### src/rtl/encoder_speed_filter.sv
// Moving-average and stall detector for encoder window counts.
// Define FILTER_MINMAX_EN to add Max_out/Min_out sample extremes.
module encoder_speed_filter #(
  parameter int unsigned WIDTH         = 8,
  parameter int unsigned DEPTH_LOG2    = 3,
  parameter int unsigned STALL_WINDOWS = 4
) (
  input  logic                        OUT_CLK,
  input  logic                        RST,
  input  logic [WIDTH-1:0]            Count_in,
  input  logic                        En_in,
  input  logic                        Clear,
  output logic [WIDTH+DEPTH_LOG2-1:0] Sum,
  output logic [WIDTH-1:0]            Avg,
  output logic                        Avg_valid,
  output logic                        Filled,
`ifdef FILTER_MINMAX_EN
  output logic [WIDTH-1:0]            Max_out,
  output logic [WIDTH-1:0]            Min_out,
`endif
  output logic                        Stall
);

  localparam int unsigned Depth = 2 ** DEPTH_LOG2;
  localparam int unsigned SumW  = WIDTH + DEPTH_LOG2;
  localparam logic [DEPTH_LOG2:0] FillMax  = (DEPTH_LOG2 + 1)'(Depth);
  localparam logic [7:0]          StallMax = 8'(STALL_WINDOWS);

  logic [WIDTH-1:0]      samples_q [Depth];
  logic [DEPTH_LOG2-1:0] wr_ptr_q;
  logic [DEPTH_LOG2:0]   fill_q;
  logic [7:0]            zero_run_q;

  logic [SumW-1:0]     sum_d;
  logic [DEPTH_LOG2:0] fill_d;
  logic                full_d;
  logic [7:0]          zero_run_d;

  // Unfilled entries read as zero, so the add/subtract is exact from the start.
  always_comb begin
    sum_d = Sum + {{DEPTH_LOG2{1'b0}}, Count_in} - {{DEPTH_LOG2{1'b0}}, samples_q[wr_ptr_q]};
    fill_d = (fill_q == FillMax) ? fill_q : fill_q + (DEPTH_LOG2 + 1)'(1);
    full_d = (fill_d == FillMax);
    if (Count_in != '0) begin
      zero_run_d = 8'd0;
    end else if (zero_run_q == StallMax) begin
      zero_run_d = zero_run_q;
    end else begin
      zero_run_d = zero_run_q + 8'd1;
    end
  end

  always_ff @(posedge OUT_CLK or posedge RST) begin
    if (RST) begin
      for (int i = 0; i < int'(Depth); i++) samples_q[i] <= '0;
      wr_ptr_q   <= '0;
      fill_q     <= '0;
      zero_run_q <= '0;
      Sum        <= '0;
      Avg        <= '0;
      Avg_valid  <= 1'b0;
      Filled     <= 1'b0;
      Stall      <= 1'b0;
`ifdef FILTER_MINMAX_EN
      Max_out    <= '0;
      Min_out    <= '1;
`endif
    end else if (Clear) begin
      for (int i = 0; i < int'(Depth); i++) samples_q[i] <= '0;
      wr_ptr_q   <= '0;
      fill_q     <= '0;
      zero_run_q <= '0;
      Sum        <= '0;
      Avg        <= '0;
      Avg_valid  <= 1'b0;
      Filled     <= 1'b0;
      Stall      <= 1'b0;
`ifdef FILTER_MINMAX_EN
      Max_out    <= '0;
      Min_out    <= '1;
`endif
    end else if (En_in) begin
      samples_q[wr_ptr_q] <= Count_in;
      wr_ptr_q   <= wr_ptr_q + DEPTH_LOG2'(1);
      fill_q     <= fill_d;
      zero_run_q <= zero_run_d;
      Sum        <= sum_d;
      Avg_valid  <= full_d;
      Filled     <= full_d;
      Stall      <= (zero_run_d == StallMax);
      if (full_d) Avg <= sum_d[SumW-1:DEPTH_LOG2];
`ifdef FILTER_MINMAX_EN
      // Reset values make the first sample load both extremes.
      if (Count_in > Max_out) Max_out <= Count_in;
      if (Count_in < Min_out) Min_out <= Count_in;
`endif
    end else begin
      Avg_valid <= 1'b0;
    end
  end

endmodule
### config.mk
export PLATFORM = sky130hd
export DESIGN_NAME = encoder_speed_filter
export DESIGN_NICKNAME = d
export VERILOG_FILES = /design/src/rtl/encoder_speed_filter.sv
export SDC_FILE = /design/constraint.sdc
export NUM_CORES = 1
export LEC_CHECK = 0
export ABC_AREA = 1
export BUFFER_PORTS_ARGS = -buffer_cell sky130_fd_sc_hd__buf_2
export CAP_MARGIN = 20
export CORE_MARGIN = 5
export CORE_UTILIZATION = 45
export CTS_CLUSTER_SIZE = 16
export DETAILED_ROUTE_END_ITERATION = 10
export SYNTH_ARGS = -nofsm -noshare
export SYNTH_HDL_FRONTEND = slang
export SYNTH_SLANG_ARGS = --single-unit
### constraint.sdc
create_clock -name OUT_CLK -period 5.44 [get_ports OUT_CLK]
set_input_delay 0.816 -clock OUT_CLK [delete_from_list [all_inputs] [get_ports OUT_CLK]]
set_output_delay 0.816 -clock OUT_CLK [all_outputs]
set_load 0.1 [all_outputs]
== Yosys cells after proc, flatten, opt, wreduce, memory -nomap -nowiden ==
Index checks and enable logic that the tools add are counted.

* Flip-flop bits (word level): 101
* Bits in latches: 0
* Memory bits (writable): 0
* Bits in read-only memories: 0
* Input port bits: 12
* Output and inout bits: 22
* Logic and storage cells: 61
* Memories kept: 0

* Add/subtract/negate cells: 5
* $mul: 0
* Div/mod/pow operators: 0
* Magnitude comparators: 2
* Equality and inequality tests: 4
* Shift-type cells: 0
* Multiplexer cells: 28
* Bitwise gates (word level): 1
* Reductions and logical operators: 5

{| class="wikitable"
|+ Operators with widths
! kind !! number
|-
| 64-bit 2-to-1 mux || 2
|-
| 8-bit 2-to-1 mux || 10
|-
| 64-bit bitwise mux || 1
|-
| 8-bit binary-select mux with 3-bit select || 1
|-
| 8-bit demux with 3-bit select || 1
|-
| 11-bit 2-to-1 mux || 2
|-
| 8-bit by 3-bit == test with 1-bit output, second input constant || 2
|-
| 4-bit 2-to-1 mux || 3
|-
| 11-bit by 8-bit adder with 11-bit output || 1
|-
| 11-bit by 8-bit subtractor with 11-bit output || 1
|-
| 8-bit by 1-bit adder with 8-bit output, second input constant || 1
|-
| 4-bit == test, second input constant || 2
|-
| 8-bit nonzero test || 1
|-
| 1-bit 2-to-1 mux || 6
|-
| 3-bit 2-to-1 mux || 2
|-
| 4-bit by 1-bit adder with 4-bit output, second input constant || 1
|-
| 4-bit >= comparator, second input constant || 1
|-
| 4-bit by 1-bit less-than comparator with 1-bit output, second input constant || 1
|-
| 3-bit NOT with 4-bit output || 1
|-
| 2-bit nonzero test || 2
|-
| 3-bit by 1-bit adder with 3-bit output, second input constant || 1
|-
| 2-bit AND reduction || 1
|-
| 1-bit logical AND || 1
|}

== Longest topological paths before layout ==
Gate-level depths: netlist of the first run.

* Depth in word-level cells: 8
* Depth in mapped cells: 21
* Mapped depth without buffers: 21

== Worst setup path after synthesis of the first run ==
Ideal clock, no wire load.

* Path type: register to register
* From: register Sum[1]
* To: register Avg[5]
* Setup time: 121 ps
* Data arrival time: 2677 ps
* Data required time: 5319 ps
* Path slack: 2642 ps
* Stages on the path, launching flop included: 12
* Path buffers: 0
* Period minus slack after synthesis: 2798 ps
* Cell sequence: dfrtp_1 -> inv_1 -> fa_1 -> fa_1 -> inv_1 -> nand3_1 -> nand3_1 -> nand2_1 -> a21oi_1 -> nor2_1 -> nand2_1 -> nand2_1

* Cells in the longest elaborated chain, start to end: 5

{| class="wikitable"
|+ Ends and longest elaborated chain
! element !! RTL line !! source
|-
| from (decl) || 13 || <nowiki>output logic [WIDTH+DEPTH_LOG2-1:0] Sum,</nowiki>
|-
| from (signal assigned) || 87 || <nowiki>Sum <= sum_d;</nowiki>
|-
| 11-bit by 8-bit adder with 11-bit output || 41 || <nowiki>sum_d = Sum + {{DEPTH_LOG2{1'b0}}, Count_in} - {{DEPTH_LOG2{1'b0}}, samples_q[wr_ptr_q]};</nowiki>
|-
| 11-bit by 8-bit subtractor with 11-bit output || 41 ||
|-
| 8-bit 2-to-1 mux || 91 || <nowiki>if (full_d) Avg <= sum_d[SumW-1:DEPTH_LOG2];</nowiki>
|-
| 8-bit 2-to-1 mux || 82 || <nowiki>end else if (En_in) begin</nowiki>
|-
| 8-bit 2-to-1 mux || 68 || <nowiki>end else if (Clear) begin</nowiki>
|-
| to (signal assigned) || 91 ||
|-
| to (decl) || 14 || <nowiki>output logic [WIDTH-1:0] Avg,</nowiki>
|}

No other way between the ends. The select of a mux whose other input is x is not followed.
A chain may end at the register's enable or synchronous reset.

== Final worst setup path of the first run ==
* From: register wr_ptr_q[0]
* To: register Sum[8]

* Cells in the longest elaborated chain, start to end: 7

{| class="wikitable"
|+ Ends and longest elaborated chain
! element !! RTL line !! source
|-
| from (decl) || 30 || <nowiki>logic [DEPTH_LOG2-1:0] wr_ptr_q;</nowiki>
|-
| from (signal assigned) || 84 || <nowiki>wr_ptr_q <= wr_ptr_q + DEPTH_LOG2'(1);</nowiki>
|-
| 3-bit NOT with 4-bit output (implied by the code) || 41 ||
|-
| 8-bit binary-select mux with 3-bit select || 41 ||
|-
| 8-bit 2-to-1 mux (implied by the code) (2 in a row) || 41 ||
|-
| 11-bit by 8-bit subtractor with 11-bit output || 41 ||
|-
| 11-bit 2-to-1 mux || 82 ||
|-
| 11-bit 2-to-1 mux || 68 ||
|}

No other way between the ends. The select of a mux whose other input is x is not followed.

==> flow_summary.toml, run 1 <==
[timing]
finalHoldViolations = 0
tightest_slew_ns = 0.917
post-route-period-util_pct = 61.6
fin_tns_setup_ns = 0
slew_headroom_pct = 38.7
finalSetupViolCount = 0
maxSlewViolCount = 0
skew_ns = 0.0108
grt_setup_unrepaired = "false"
clock.fmax_ghz = 0.298
min_period_ns = 3.35
hold_slack_ns = 0.460

[worst_setup_path]
cpPeakStageDelay_ns = 0.56
crit_chain = "inv_2 -> nand3_2 -> inv_2 -> a22oi_1 -> o2111ai_1 -> ha_1 -> inv_1 -> ha_1 -> inv_1 -> fa_1 -> inv_1 -> nand3_1 -> nand3_1 -> nand2_1 -> nand3_1 -> nand2_1 -> nor2_1 -> nand2_1 -> nand2_1"
r2r_setup_slack_ns = 2.09
cp_max_fo = 7
ff2ff_path_depth = 19
crit_top_cell = "nand2_1"
required_ns = 5.73
worstSetupPathType = "reg -> reg"
cp_data_arrival_time_ns = 3.64
startpoint_type = "flip-flop"
reg2reg_from = "wr_ptr_q[0]$_DFFE_PP0P_"
r2r_end = "Sum[8]$_DFFE_PP0P_"
slowest_stage = "dfrtp_1"
end_kind = "flip-flop"

[yosys]
ys_seq_area_share_pct = 45.6
async_reset_ff_share_pct = 100
synth_edf_count = 0
syn_nets = 711
yosys_warnings = 0
ys_seq_elements = 101
syn-cell-area_um2 = 5540
ys_types = 37
avgSynthCellArea_um2 = 8.20
netlist_instances = 675
synthFlopType = "dfrtp_1"

[detailed_routing]
vias_per_cell = 5.42
drcViolationCount = 0
post_drt_wl_per_cell_um = 16.6
ant_nets = 0
drtIter0Drc = 419
vias = 4745
drt_first_pass_iters = 5
wirelength_um = 14500

[global_routing]
met2_usage_pct = 33.3
grt_pass1_vias = 4601
grt.met1_usage_pct = 27.8
grt_usage_pct = 20.9
antenna_found_initial = 0
use_met3_pct = 4.48
grt_max_degree = 68
top_usage_layer = "met2"
gr-total-overflow = 0
grt_pass1_wl_um = 23900

[placement]
io_buffer_count = 33
gp_congestion = 0.895
hpwlAfterDp_um = 10400

[clock_tree]
cts_max_path_buffers = 2
cts_tree = "done"
ctsHtreeMaxLevel = 3
cts.sinks = 101
cts_setup_buffers = 0
numCtsBuffers = 9
post_cts_resized = 0
cts_hold_buf = 0
insertion_delay_ns = 0.36
clockRootBuffer = "clkbuf_16"
cts.reportedPaths.clkPinSlew_ns = 0.07

[floorplan]
top_level_ports = 34
rows = 40
die_w_um = 121
start_util_pct = 45.9
coreArea_um2 = 12100
die_area_um2 = 14600
fp.dieH_um = 121

[finish]
diodes = 0
drive_gt1_share_pct = 13.2
nNetsFinal = 738
final_cell_mix = "138 x nand2_1, 103 x inv_1, 101 x dfrtp_1"
area_delta_synth_final_pct = 10.8
final_common_cell = "nand2_1"
final_util_pct = 50.9

[run_status]
status = "finished clean"

[job]
max-cap-violations = 0

[power_and_ir_drop]
power_density_nw_per_um2 = 435
vdd_drop_max_mv = 0.259
leakage_uw = 0.00298

[hold_path]
hp-class = "in -> async"
## critical path, delay by kind of cell (launching register included)
kind	cells	cell delay, ns
flip-flops	1	0.56
AO/OA/AOI/OAI	2	0.46
adder cells (fa/ha/maj)	3	0.93
AND/OR/NAND/NOR	9	0.89
buffers and inverters	5	0.45
## final cells by class
type                            count  area [µm²]
Clock buffer                       10         239
Clock inverter                      6        70.1
Fill cell                        1177        5930
Inverter                          122         460
Multi-Input combinational cell    433        2430
Sequential cell                   101        2530
Tap cell                          168         210
Timing Repair Buffer               35         193
## where the power goes
group          switching, µW  internal, µW
registers               50.1           813
clock network            295           373
logic                    863           274
total                   1210          1460
## how the worst max path moves through the flow
stage,start,endpoint,slack [ns],cells after the start
after CTS,wr_ptr_q[0]$_DFFE_PP0P_,Sum[8]$_DFFE_PP0P_,2.08,19
final,wr_ptr_q[0]$_DFFE_PP0P_,Sum[8]$_DFFE_PP0P_,2.09,19
after global placement,wr_ptr_q[0]$_DFFE_PP0P_,Sum[8]$_DFFE_PP0P_,2.15,19
after floorplan,RST,Avg[0]$_DFFE_PP0P_,1.98,1
after detailed placement,wr_ptr_q[0]$_DFFE_PP0P_,Sum[8]$_DFFE_PP0P_,2.10,19
after global routing,wr_ptr_q[0]$_DFFE_PP0P_,Sum[8]$_DFFE_PP0P_,1.73,19
## through the flow
step | instance area (µm²) | total power, µW | std cells | worst slack, ns
4_1_cts | 6110 | 2680 | 874 | 2.08
5_1_grt | 6130 | 2850 | 875 | 1.73
2_1_floorplan | 5540 | 1790 | 675 | 1.98
3_3_place_gp | 5800 | 2000 | 858 | 2.15
6_report | 6130 | 2670 | 875 | 2.09
3_5_place_dp | 5800 | 2010 | 858 | 2.10
## registers in the layout, indices dropped and copies added, names as in the netlist
signal      flops
Sum            11
Avg             8
fill_q          4
wr_ptr_q        3
Stall           1
zero_run_q      8
Filled          1
samples_q      64
Avg_valid       1
## cell usage after synthesis, types with 2 or more instances
master / n / area [µm²]
nand2_4: 2 / 22.5
dfrtp_1: 101 / 2530
buf_1: 2 / 7.51
xor2_1: 2 / 17.5
o2111ai_1: 4 / 35.0
o21ai_1: 26 / 130
inv_2: 17 / 63.8
buf_4: 3 / 22.5
o22ai_1: 53 / 332
clkbuf_1: 5 / 18.8
nand2_2: 8 / 50.1
ha_1: 16 / 200
nand3_2: 5 / 50.1
nor2_1: 44 / 165
inv_1: 104 / 390
buf_2: 5 / 25.0
nand3_1: 57 / 285
a22oi_1: 6 / 45.0
nand4_1: 14 / 87.6
o22ai_2: 6 / 75.1
nand3b_1: 2 / 15.0
nand2_1: 138 / 518
o21ai_0: 18 / 90.1
a21oi_1: 13 / 65.1
nor2_2: 2 / 12.5
buf_6: 4 / 45.0
fa_1: 8 / 160
## kinds of logic after synthesis
logic type	count (synthesis)	share of synthesized area, %
fa+ha+maj	24	6.51
xor+xnor	3	0.475
buf+inv	141	10.4
flops	101	45.6
simple gates	275	22.3
compound gates	131	14.7
## routing by layer
layer,vias up,share of wire [%]
li1,2294,-
met1,2265,45
met2,161,47
met3,25,5.2
met4,0,2.6
met5,-,0
Note: power is estimated with default switching activity, not from simulation.
==> inputs of run 2 (changes only) <==
Clock period 5.44 ns to 2.8 ns, I/O delays scaled along.
==> run 2 against run 1 <==
Effect of this change: the flow now finishes with violations (negative setup slack); largest power group unchanged; first-iteration DRC count rose by 1.2%; via count is 6.2% higher; hold slack lost 0.36 ns; clock skew fell by 0.0016 ns; non-clock buffer count up 55; clock-buffer cell count shrank 1; clock power up 78%; sequential share of layout area decreased by 5.4 points; register-to-register slack lost 2.3 ns.
==> flow_summary.toml, run 2 (same netlist as run 1, synthesis figures left out) <==
[timing]
tightest_slew_ns = 0.964
hold_slack_ns = 0.0962
skew_ns = 0.00923
maxSlewViolCount = 0
finalSetupViolCount = 16
clock.fmax_ghz = 0.331
post-route-period-util_pct = 108
grt_setup_unrepaired = "true"
setup_slack_ns = -0.225
min_period_ns = 3.02
slew_headroom_pct = 35.5
finalHoldViolations = 0

[detailed_routing]
met1_length_um = 6980
ant_nets = 0
vias_per_cell = 5.42
wirelength_um = 16200
post_drt_wl_per_cell_um = 17.4
drtIter0Drc = 424
vias = 5039
wl_met3_um = 814
drt_first_pass_iters = 5
drcViolationCount = 0
top_layer = "met4"
dr_wl_met2_um = 7960

[placement]
io_buffer_count = 33
hpwlAfterDp_um = 11100
gp_congestion = 0.910
dp_cells = 901

[clock_tree]
insertion_delay_ns = 0.36
clockRootBuffer = "clkbuf_16"
numCtsBuffers = 9
cts_tree = "done"
cts_hold_buf = 0
cts.reportedPaths.clkPinSlew_ns = 0.07
cts.sinks = 101
cts_max_path_buffers = 2
ctsHtreeMaxLevel = 3

[finish]
top_regs = "samples_q x64, Sum x11"
final_cell_mix = "119 x nand2_1, 98 x dfrtp_1, 94 x inv_1"
fillers = 1037
diodes = 0
regMostFlops = "samples_q"
final_cells = 929
largest_register_ffs = 64
nNetsFinal = 793
area_delta_synth_final_pct = 27.8
final_common_cell = "nand2_1"
drive_gt1_share_pct = 30.9

[floorplan]
coreArea_um2 = 12100
start_util_pct = 45.9
fp.dieH_um = 121
die_area_um2 = 14600
rows = 40
top_level_ports = 34
die_w_um = 121

[hold_path]
hp-class = "in -> async"

[job]
max-cap-violations = 0

[worst_setup_path]
cp_max_fo = 7
required_ns = 3.05
worstSetupPathType = "reg -> reg"
startpoint_type = "flip-flop"
r2r_end = "Avg[4]$_DFFE_PP0P_"
cp_data_arrival_time_ns = 3.27
ff2ff_path_depth = 16
r2r_setup_slack_ns = -0.22
reg2reg_from = "wr_ptr_q[2]$_DFFE_PP0P_"
end_kind = "flip-flop"
cp-startpoint = "wr_ptr_q[2]$_DFFE_PP0P_"

[global_routing]
grt_usage_pct = 21.9
grt_max_degree = 63
grt_pass1_vias = 4814
antenna_found_initial = 0
grt_pass1_wl_um = 24800
gr-total-overflow = 0

[power_and_ir_drop]
switching_power_uw = 2940
seq_power_share_pct = 26.9
internal-power_uw = 3290
clockPowerShare_pct = 19.1
power_density_nw_per_um2 = 880
vdd_drop_max_mv = 0.417
power_uw = 6230
leakage_uw = 0.00330
switching_share_pct = 47.1
p_comb_share_pct = 54.0

[run_status]
status = "finished, violations left"
violations = "negative setup slack"
run 2: timing repair:
action                                  in CTS  in global routing
endpoints found under the setup margin      16                 16
setup buffers                                6                  7
resized for setup                           63                 71
pin swaps                                   30                 57
run 2: area by class of cell:
cell class	count	area (µm²)	area share, %
multi-input combinational	433	2940	41.6
sequential	101	2530	35.8
timing repair buffer	90	647	9.14
inverter	122	472	6.67
clock buffer	9	225	3.18
tap	168	210	2.97
clock inverter	6	50.0	0.707
run 2: layer usage:
layer / up-vias / track usage [%]
li1: 2401 / -
met4: 0 / 6.94
met3: 37 / 5.78
met5: - / 0
met1: 2441 / 27.7
met2: 160 / 36.6
run 2: through the flow:
step	area [µm²]	setup slack (ns)	utilization, %	setup TNS (ns)
after CTS	6740	-0.109	55.9	-0.880
after detailed placement	6140	-0.292	50.9	-3.62
after global routing	7080	-0.345	58.7	-4.36
after floorplan	5540	0.00242	-	0
after global placement	6140	-0.233	50.9	-2.60
final	7080	-0.225	58.7	-2.13
run 2: worst max-delay path, stage by stage (launching register included):
cell      delay (ns)
dfrtp_2         0.54
inv_2           0.10
nand3_4         0.15
buf_6           0.11
o22ai_2         0.07
nor2_2          0.17
o211ai_1        0.18
fa_1            0.55
inv_2           0.05
ha_4            0.33
nand2_4         0.10
nor2_2          0.16
nor2_4          0.06
a21oi_4         0.17
nor2_4          0.06
nand2_1         0.06
nand2_1         0.05
run 2: power by group through the flow:
stage / sequential (µW) / clock [µW] / combinational (µW)
6_report: 1680 / 1190 / 3370
3_5_place_dp: 1700 / 0 / 2380
3_3_place_gp: 1690 / 0 / 2360
5_1_grt: 1690 / 1270 / 3590
2_1_floorplan: 2410 / 0 / 1080
4_1_cts: 1670 / 1210 / 2710
run 2: worst max path at each step:
| stage | end | slack (ns) | depth (start not counted) |
|---|---|---|---|
| 3_5_place_dp | Sum[6]$_DFFE_PP0P_ | -0.29 | 19 |
| 5_1_grt | Avg[6]$_DFFE_PP0P_ | -0.34 | 17 |
| 6_report | Avg[4]$_DFFE_PP0P_ | -0.22 | 16 |
| 2_1_floorplan | Avg[5]$_DFFE_PP0P_ | 0.002 | 11 |
| 4_1_cts | Avg[3]$_DFFE_PP0P_ | -0.11 | 22 |
| 3_3_place_gp | Sum[9]$_DFFE_PP0P_ | -0.23 | 16 |
